## src/rtl/sseg_pkg.sv

```systemverilog
// Shared types and constants for the seven-segment BCD feeder and its refresh scanner.
package sseg_pkg;

  typedef logic [3:0] nibble_t;

  typedef enum logic [1:0] {
    IDLE,
    SHIFT,
    LOAD
  } state_t;

  localparam nibble_t ADD3_THRESH = 4'd5;

  // Double-dabble correction: a digit of 5..9 gets +3 so the next shift carries into the next digit.
  function automatic nibble_t add3(input nibble_t n);
    return (n >= ADD3_THRESH) ? n + 4'd3 : n;
  endfunction

endpackage

```

## src/rtl/sseg_refresh_scanner.sv

```systemverilog
// Refresh counter and digit index for the multiplexed display, producing a one-hot digit_sel.
// Macro LEADING_ZERO_BLANK_EN darkens leading-zero digit slots (digit 0 always lit).
module sseg_refresh_scanner
  import sseg_pkg::*;
#(
  parameter int DIGITS      = 3,
  parameter int REFRESH_DIV = 50000,
  parameter int IDX_W       = (DIGITS > 1) ? $clog2(DIGITS) : 1
) (
  input  logic                    clk,
  input  logic                    reset,
  input  nibble_t [DIGITS-1:0]    digits,
  output logic    [IDX_W-1:0]     idx,
  output logic    [DIGITS-1:0]    digit_sel
);

  localparam int CNT_W = (REFRESH_DIV > 1) ? $clog2(REFRESH_DIV) : 1;

`ifdef LEADING_ZERO_BLANK_EN
  localparam bit BLANK_EN = 1'b1;
`else
  localparam bit BLANK_EN = 1'b0;
`endif

  logic [CNT_W-1:0]  cnt;
  logic [DIGITS-1:0] upper_zero;

  // NOTE: sequential state uses non-blocking assignments so every register samples pre-edge values.
  always_ff @(posedge clk or posedge reset) begin
    if (reset) begin
      cnt <= '0;
      idx <= '0;
    end else if (cnt == CNT_W'(REFRESH_DIV - 1)) begin
      cnt <= '0;
      idx <= (idx == IDX_W'(DIGITS - 1)) ? '0 : idx + 1'b1;
    end else begin
      cnt <= cnt + 1'b1;
    end
  end

  // upper_zero[i]: digits i..DIGITS-1 are all zero.
  // NOTE: every always_comb output gets a default first so no latch can be inferred.
  always_comb begin
    logic z;
    upper_zero = '0;
    z          = 1'b1;
    for (int i = DIGITS - 1; i >= 0; i--) begin
      z             = z && (digits[i] == 4'd0);
      upper_zero[i] = z;
    end
  end

  always_comb begin
    digit_sel      = '0;
    digit_sel[idx] = 1'b1;
    if (BLANK_EN && (idx != '0) && upper_zero[idx]) digit_sel = '0;
  end

endmodule

```

## src/rtl/sseg_bin2bcd_scan.sv

```systemverilog
// Binary-to-BCD converter (iterative double-dabble) with display latch and scanned digit output.
// Macro LEADING_ZERO_BLANK_EN (in sseg_refresh_scanner) blanks leading-zero digits.
module sseg_bin2bcd_scan
  import sseg_pkg::*;
#(
  parameter int BIN_W       = 8,
  parameter int DIGITS      = 3,
  parameter int REFRESH_DIV = 50000
) (
  input  logic              clk,
  input  logic              reset,
  input  logic [BIN_W-1:0]  bin_in,
  input  logic              bin_valid,
  output logic              bin_ready,
  output logic              busy,
  output logic [3:0]        bcd_out,
  output logic [DIGITS-1:0] digit_sel
);

  localparam int IDX_W = (DIGITS > 1) ? $clog2(DIGITS) : 1;
  localparam int SC_W  = $clog2(BIN_W + 1);

  if ((10 ** DIGITS) - 1 < (2 ** BIN_W) - 1) begin : g_range_check
    $error("sseg_bin2bcd_scan: DIGITS too small to hold 2**BIN_W-1");
  end

  state_t                   state;
  logic    [BIN_W-1:0]      shreg;
  logic    [SC_W-1:0]       scnt;
  nibble_t [DIGITS-1:0]     acc;
  nibble_t [DIGITS-1:0]     acc_adj;
  nibble_t [DIGITS-1:0]     disp;
  logic    [IDX_W-1:0]      idx;

  always_comb begin
    acc_adj = acc;
    for (int i = 0; i < DIGITS; i++) acc_adj[i] = add3(acc[i]);
  end

  // NOTE: the display latch is reset along with the FSM because it feeds the scan output directly.
  always_ff @(posedge clk or posedge reset) begin
    if (reset) begin
      state     <= IDLE;
      bin_ready <= 1'b0;
      busy      <= 1'b0;
      shreg     <= '0;
      scnt      <= '0;
      acc       <= '0;
      disp      <= '0;
    end else begin
      case (state)
        IDLE: begin
          if (bin_valid && bin_ready) begin
            shreg     <= bin_in;
            acc       <= '0;
            scnt      <= SC_W'(BIN_W);
            state     <= SHIFT;
            bin_ready <= 1'b0;
            busy      <= 1'b1;
          end else begin
            bin_ready <= 1'b1;
          end
        end
        SHIFT: begin
          {acc, shreg} <= {acc_adj, shreg} << 1;
          scnt         <= scnt - 1'b1;
          if (scnt == SC_W'(1)) state <= LOAD;
        end
        LOAD: begin
          disp      <= acc;
          state     <= IDLE;
          busy      <= 1'b0;
          bin_ready <= 1'b1;
        end
        default: state <= IDLE;
      endcase
    end
  end

  sseg_refresh_scanner #(
    .DIGITS      (DIGITS),
    .REFRESH_DIV (REFRESH_DIV),
    .IDX_W       (IDX_W)
  ) u_scanner (
    .clk       (clk),
    .reset     (reset),
    .digits    (disp),
    .idx       (idx),
    .digit_sel (digit_sel)
  );

  assign bcd_out = disp[idx];

endmodule

```

## config.mk

```make
export PLATFORM = sky130hd
export DESIGN_NAME = sseg_bin2bcd_scan
export DESIGN_NICKNAME = d
export VERILOG_FILES = /design/src/rtl/sseg_pkg.sv /design/src/rtl/sseg_refresh_scanner.sv /design/src/rtl/sseg_bin2bcd_scan.sv
export SDC_FILE = /design/constraint.sdc
export NUM_CORES = 1
export LEC_CHECK = 0
export CAP_MARGIN = 20
export CORE_UTILIZATION = 47
export CTS_CLUSTER_SIZE = 20
export DETAILED_ROUTE_END_ITERATION = 7
export GPL_ROUTABILITY_DRIVEN = 0
export MAX_ROUTING_LAYER = met4
export PLACE_DENSITY_LB_ADDON = 0.08
export SLEW_MARGIN = 10
export SYNTH_ARGS = -nofsm -noshare
export SYNTH_HDL_FRONTEND = slang
export SYNTH_HIERARCHICAL = 1
export SYNTH_SLANG_ARGS = --single-unit
```

## constraint.sdc

```tcl
create_clock -name clk -period 2 [get_ports clk]
set_clock_uncertainty 0.05 [all_clocks]
set_input_delay 0.3 -clock clk [delete_from_list [all_inputs] [get_ports clk]]
set_output_delay 0.3 -clock clk [all_outputs]
set_load 0.01 [all_outputs]
```

Word level (Yosys, flattened, before mapping):

Index checks and enable logic that the tools add are counted.

* memories kept: 0
* bits in latches: 0
* output and inout bits: 9
* logic and storage cells: 61
* register bits: 58
* memory bits (read-only): 0
* input bits: 11
* memory bits (writable): 0

* bitwise gates (word level): 0
* mux-type cells: 22
* $add $sub $neg: 6
* magnitude comparators: 5
* reduce and logical (&&, ||, !) cells: 8
* shift-type cells: 0
* divide/modulo/power cells: 0
* eq/ne operators: 7
* multiply operators: 0

Operators by type and width (count)
* case mux 12 bit (2 select lines): 1
* adder 16 x 1 -> 16 bit (second input constant): 1
* equality test 16 bit (second input constant): 1
* two-way mux 16 bit: 1
* two-way mux 4 bit: 4
* case mux 8 bit (2 select lines): 1
* >= comparator 4 x 3 -> 1 bit (second input constant): 3
* two-way mux 12 bit: 1
* adder 4 x 2 -> 4 bit (second input constant): 2
* binary-select mux 4 bit (select 2 bit): 1
* two-way mux 8 bit: 1
* case mux 4 bit (2 select lines): 1
* two-way mux 2 bit: 3
* AND reduction 2 bit: 3
* equality test 2 bit (second input constant): 2
* equality test 4 x 1 -> 1 bit (second input constant): 1
* inequality test 2 bit (second input constant): 2
* case mux 1 bit (2 select lines): 2
* case mux 2 bit (2 select lines): 1
* nonzero test 2 bit: 2
* subtractor 4 x 1 -> 4 bit (second input constant): 1
* adder 3 x 2 -> 3 bit (second input constant): 1
* < comparator 2 x 3 -> 1 bit (second input constant): 1
* two-way mux 1 bit: 3
* other kinds (7): 8

Depth between registers and ports, before layout:

* depth after elaboration: 4
* gate-level depth with buffers: 6
* mapped depth without buffers: 6

Hierarchy:

Netlist, hierarchy kept.

By module, submodules not included
* sseg_bin2bcd_scan: sequential area each 1001.0 µm², area an instance 1979.4 µm², cells an instance 194, instances 1
* sseg_refresh_scanner: sequential area each 450.4 µm², area an instance 830.8 µm², cells an instance 79, instances 1

Worst setup path before layout:

No wires, ideal clock.

* kind: reg-to-reg
* start point: register u_scanner.cnt[7]
* end point: register u_scanner.idx[1]
* data arrival time: 1.707 ns
* setup slack: 0.116 ns
* stages on the path, launching flop included: 5
* library setup time: 0.127 ns
* required time: 1.823 ns
* buffers on the path: 1
* clock period less this slack: 1.884 ns
* cell sequence: dfrtp_1 > or4b_1 > nor4_2 > buf_4 > mux2_1

* longest elaborated chain between the ends: 1

RTL lines
* start: declaration: line sseg_refresh_scanner.sv:25 `logic [CNT_W-1:0] cnt;`
* start signal: assignment: line sseg_refresh_scanner.sv:37 `cnt <= cnt + 1'b1;`
* equality test 16 bit: line sseg_refresh_scanner.sv:33 `end else if (cnt == CNT_W'(REFRESH_DIV - 1)) begin`
* end signal: assignment: line sseg_refresh_scanner.sv:35 `idx <= (idx == IDX_W'(DIGITS - 1)) ? '0 : idx + 1'b1;`
* end: declaration: line sseg_refresh_scanner.sv:13 `output logic [IDX_W-1:0] idx,`

Every way passes these cells.
A chain may end at the register's enable or synchronous reset.

Worst setup path in the final report:

* start point: register u_scanner.idx[1]
* end point: output digit_sel[0]

* longest elaborated chain between the ends: 4
* elaborated cells between the ends (all ways): 5
* classes of those cells: order compare (2); mux (2); reduce/logical (1)

RTL lines
* < comparator 2 x 3 -> 1 bit (implied by the code) or >= comparator 2 x 1 -> 1 bit (tied branches): line sseg_refresh_scanner.sv:55 `digit_sel[idx] = 1'b1;`
* logical AND 1 bit (implied by the code): line sseg_refresh_scanner.sv:55
* two-way mux 1 bit (implied by the code): line sseg_refresh_scanner.sv:55
* demux 1 bit (select 2 bit) *
* end: declaration: line sseg_bin2bcd_scan.sv:17 `output logic [DIGITS-1:0] digit_sel`

Mark *: on every way between the ends. The rest lies on a longest branch, timed or not.

==> impl_metrics.ini <==
[power_and_ir_drop]
cellPowerDensity_nw_per_um2 = 1360
report.power.total_w = 0.00446
leakage_nw = 1.51
ir_worst_vdd_v = 0.000782

[sta]
setup_violations = 0
setup_ws_ns = 0.0911
unrepaired_setup_endpoints_after_global_routing = no
layout_worst_path_cycle_share = 0.954
finalHoldViolCount = 0
fin_hold_ws_ns = 0.249
final_max_slew_viol_count = 0
timing.max_slew.rel_slack = 0.647
setup_total_negative_slack_ns = 0
final.min_clock_period_ns = 1.91
worst-slew-pin-transition_ns = 0.530
fmax_mhz = 524

[worst_setup_path]
worst-r2r-cell-count = 3
timing.rr.end = u_scanner/idx[0]
cp_num_buf_inv = 1
setup.worst_path.class = flip-flop to primary output
arrival_time_at_the_worst_endpoint_ns = 1.56
required_ns = 1.65
rrSetupSlack_ns = 0.13
path_delay_family = buffers and inverters
timing.critical_path.from_type = flip-flop
cpPeakStageDelay_ns = 0.55
timing.critical_path.cells = nor2_1 -> clkdlybuf4s50_1
timing.critical_path.fanout_max = 9
cp_slowest_cell = sky130_fd_sc_hd__clkdlybuf4s50_1
reg2reg_from = u_scanner/cnt[7]
critical_path.endpoint_type = primary output

[floorplanning]
num_io_pins = 20
die_x_um = 79.3
floorplan.initialDensity = 0.498
num_rows = 27
core_region_area_um2 = 5640
die_height_um = 79.3
dieArea_um2 = 6290

[logic_synthesis]
synth.cell_area_um2 = 2810
syn-mean-instance-area_um2 = 10.3
edff_count_synth = 0
synth_nets = 293
synthArstFlopShare = 1.00
synth_warnings = 6
yosysSeqAreaShare = 0.516
synthesis.instances = 273
synth_top_cells_by_area = sky130_fd_sc_hd__dfrtp_1 (52%), sky130_fd_sc_hd__nand2_1 (4.4%), sky130_fd_sc_hd__xnor2_1 (4.1%), sky130_fd_sc_hd__ha_1 (4.0%), sky130_fd_sc_hd__a21oi_1 (3.2%)
synthDominantCellAreaShare = 0.516
ys_seq_elements = 58
synth_top_flop_cell = sky130_fd_sc_hd__dfrtp_1
synth.largest_area_cell = sky130_fd_sc_hd__dfrtp_1
post_synth_num_cell_types = 38

[clocking]
tritoncts.num_buffers = 9
root_buffer = sky130_fd_sc_hd__clkbuf_8
clkSlewWorstSetupHoldPaths_ns = 0.06
post_cts_buffers = 0
insertion_delay_ns = 0.34
tritoncts_num_sinks = 58
clock_tree_buf_depth = 2
cts_resized = 7
cts_tree = built
htree_levels = 3
count_of_hold_fix_buffers_inserted_at_cts = 0

[route]
post-route-drc-count = 0
wire_per_inst_um = 13.4
drt_wl_total_mm = 5.07
final_antenna_net_count = 0
vias = 1941
drt_iter0_drc = 58
vias_per_cell = 5.13
detail_route.first_pass.iterations = 4

[finish]
num-nets-final = 321
n_antenna_cell = 0
area.growth.synth_to_final_pct = 16.7
drive_gt1_frac = 0.137
finish.cell_count_without_fillers = 378

[grt]
grtUsageTotal = 0.202
grt.overflow.total = 0
grt_first_pass_wirelength_mm = 9.17
vias_in_the_first_global_route = 1955
pin_count_of_the_biggest_net_entering_global_routing = 41
grt_antenna_before_repair = 0

[place]
portbufs = 19
dp.final_hpwl_mm = 3.47
post-place-ws_ns = 0.136
placedCellCount = 362

[worst_hold_path]
timing.hold.worst.class = input pin to async pin

[job]
cap_violations = 0

[outcome]
status = finished, final reports clean
==> power by group <==
part | leakage [nW] | internal (W) | switching [W]
sequential | 0.728 | 0.00153 | 0.000275
combinational | 0.680 | 0.000699 | 0.000870
clock | 0.101 | 0.000643 | 0.000441
total | 1.51 | 0.00287 | 0.00159
==> stage by stage <==
stage | utilization | instance area [um2]
2_1_floorplan | - | 2810
3_5_place_dp | 0.545 | 3080
3_3_place_gp | 0.545 | 3080
6_report | 0.581 | 3280
5_1_grt | 0.581 | 3280
4_1_cts | 0.581 | 3280
==> flip-flops by register name, indices dropped and copies added, names as in the netlist <==
| register | flops |
|---|---|
| u_scanner/idx | 2 |
| bin_ready | 1 |
| state | 2 |
| u_scanner/cnt | 16 |
| acc | 12 |
| shreg | 8 |
| scnt | 4 |
| busy | 1 |
| disp | 12 |
==> worst max path at each step <==
stage / startpoint / endpoint / slack, ns / cells after the start
after floorplan: u_scanner/cnt[7] / u_scanner/idx[1] / 0.12 / 4
after global placement: u_scanner/cnt[7] / u_scanner/idx[0] / 0.15 / 3
after detailed placement: u_scanner/cnt[7] / u_scanner/idx[0] / 0.14 / 3
after CTS: u_scanner/idx[1] / digit_sel[0] / 0.07 / 2
after global routing: u_scanner/idx[1] / digit_sel[0] / 0.002 / 2
final: u_scanner/idx[1] / digit_sel[0] / 0.09 / 2
==> synthesized netlist by cell type, types with 4 or more instances <==
cell and count:
sky130_fd_sc_hd__nor2_1 23, sky130_fd_sc_hd__nor3_1 6, sky130_fd_sc_hd__a22o_1 4, sky130_fd_sc_hd__xnor2_1 13
sky130_fd_sc_hd__nor2b_1 4, sky130_fd_sc_hd__nor4_1 4, sky130_fd_sc_hd__nand3_1 10, sky130_fd_sc_hd__inv_1 14
sky130_fd_sc_hd__mux2_2 7, sky130_fd_sc_hd__o21ai_2 7, sky130_fd_sc_hd__mux2i_1 7, sky130_fd_sc_hd__a21oi_1 18
sky130_fd_sc_hd__xor2_1 8, sky130_fd_sc_hd__o21ai_0 12, sky130_fd_sc_hd__ha_1 9, sky130_fd_sc_hd__nand2_1 33
sky130_fd_sc_hd__dfrtp_1 58, sky130_fd_sc_hd__buf_2 5, sky130_fd_sc_hd__nand4_1 4, sky130_fd_sc_hd__nand2b_1 5
==> kinds of logic (layout without fill, tap and decap cells) <==
family,Yosys count,in the layout,synth area share
buffers and inverters,25,58,0.0476
AOI/OAI and AO/OA,47,47,0.104
DFF,58,58,0.516
muxes,15,15,0.0570
adders and majority gates,9,9,0.0401
and+or+nand+nor,98,98,0.170
xor gates and xnor gates,21,21,0.0655
==> cells in the final DEF (no fill, tap or decap), drive strengths merged <==
master,instances
a21oi,18
clkinv,1
ha,9
nand4,4
buf,9
nor4,5
mux2,8
and2b,1
xnor2,13
and3,1
and4bb,1
nor3b,1
mux2i,7
nand2b,5
bufinv,1
o21a,1
nand2,33
clkbuf,14
clkdlybuf4s50,15
and2,1
o21ai,21
nand3,10
or4b,1
o31ai,3
a22o,4
or3,1
inv,14
dlygate4sd2,4
dfrtp,58
nor2b,4
xor2,8
nor2,24
nor3,6
==> worst reg2reg max path, stage by stage, from the launching register on <==
cell	delay, ns
sky130_fd_sc_hd__dfrtp_1	0.40
sky130_fd_sc_hd__or4b_1	0.54
sky130_fd_sc_hd__nor4_2	0.40
sky130_fd_sc_hd__mux2_2	0.38
==> metal layers <==
layer / vias up / global-route usage / share of wire
met3: 8 / 0.0621 / 0.037
met4: 0 / 0.0818 / 0.015
met1: 925 / 0.260 / 0.50
met2: 31 / 0.296 / 0.45
met5: - / - / 0
li1: 977 / - / -
==> final cells by class <==
type / count / area, um2
Clock inverter: 2 / 35.0
Timing Repair Buffer: 28 / 253
Inverter: 14 / 52.6
Tap cell: 72 / 90.1
Multi-Input combinational cell: 190 / 1230
Clock buffer: 14 / 163
Fill cell: 483 / 2360
Sequential cell: 58 / 1450
(Power assumes the default switching activity.)
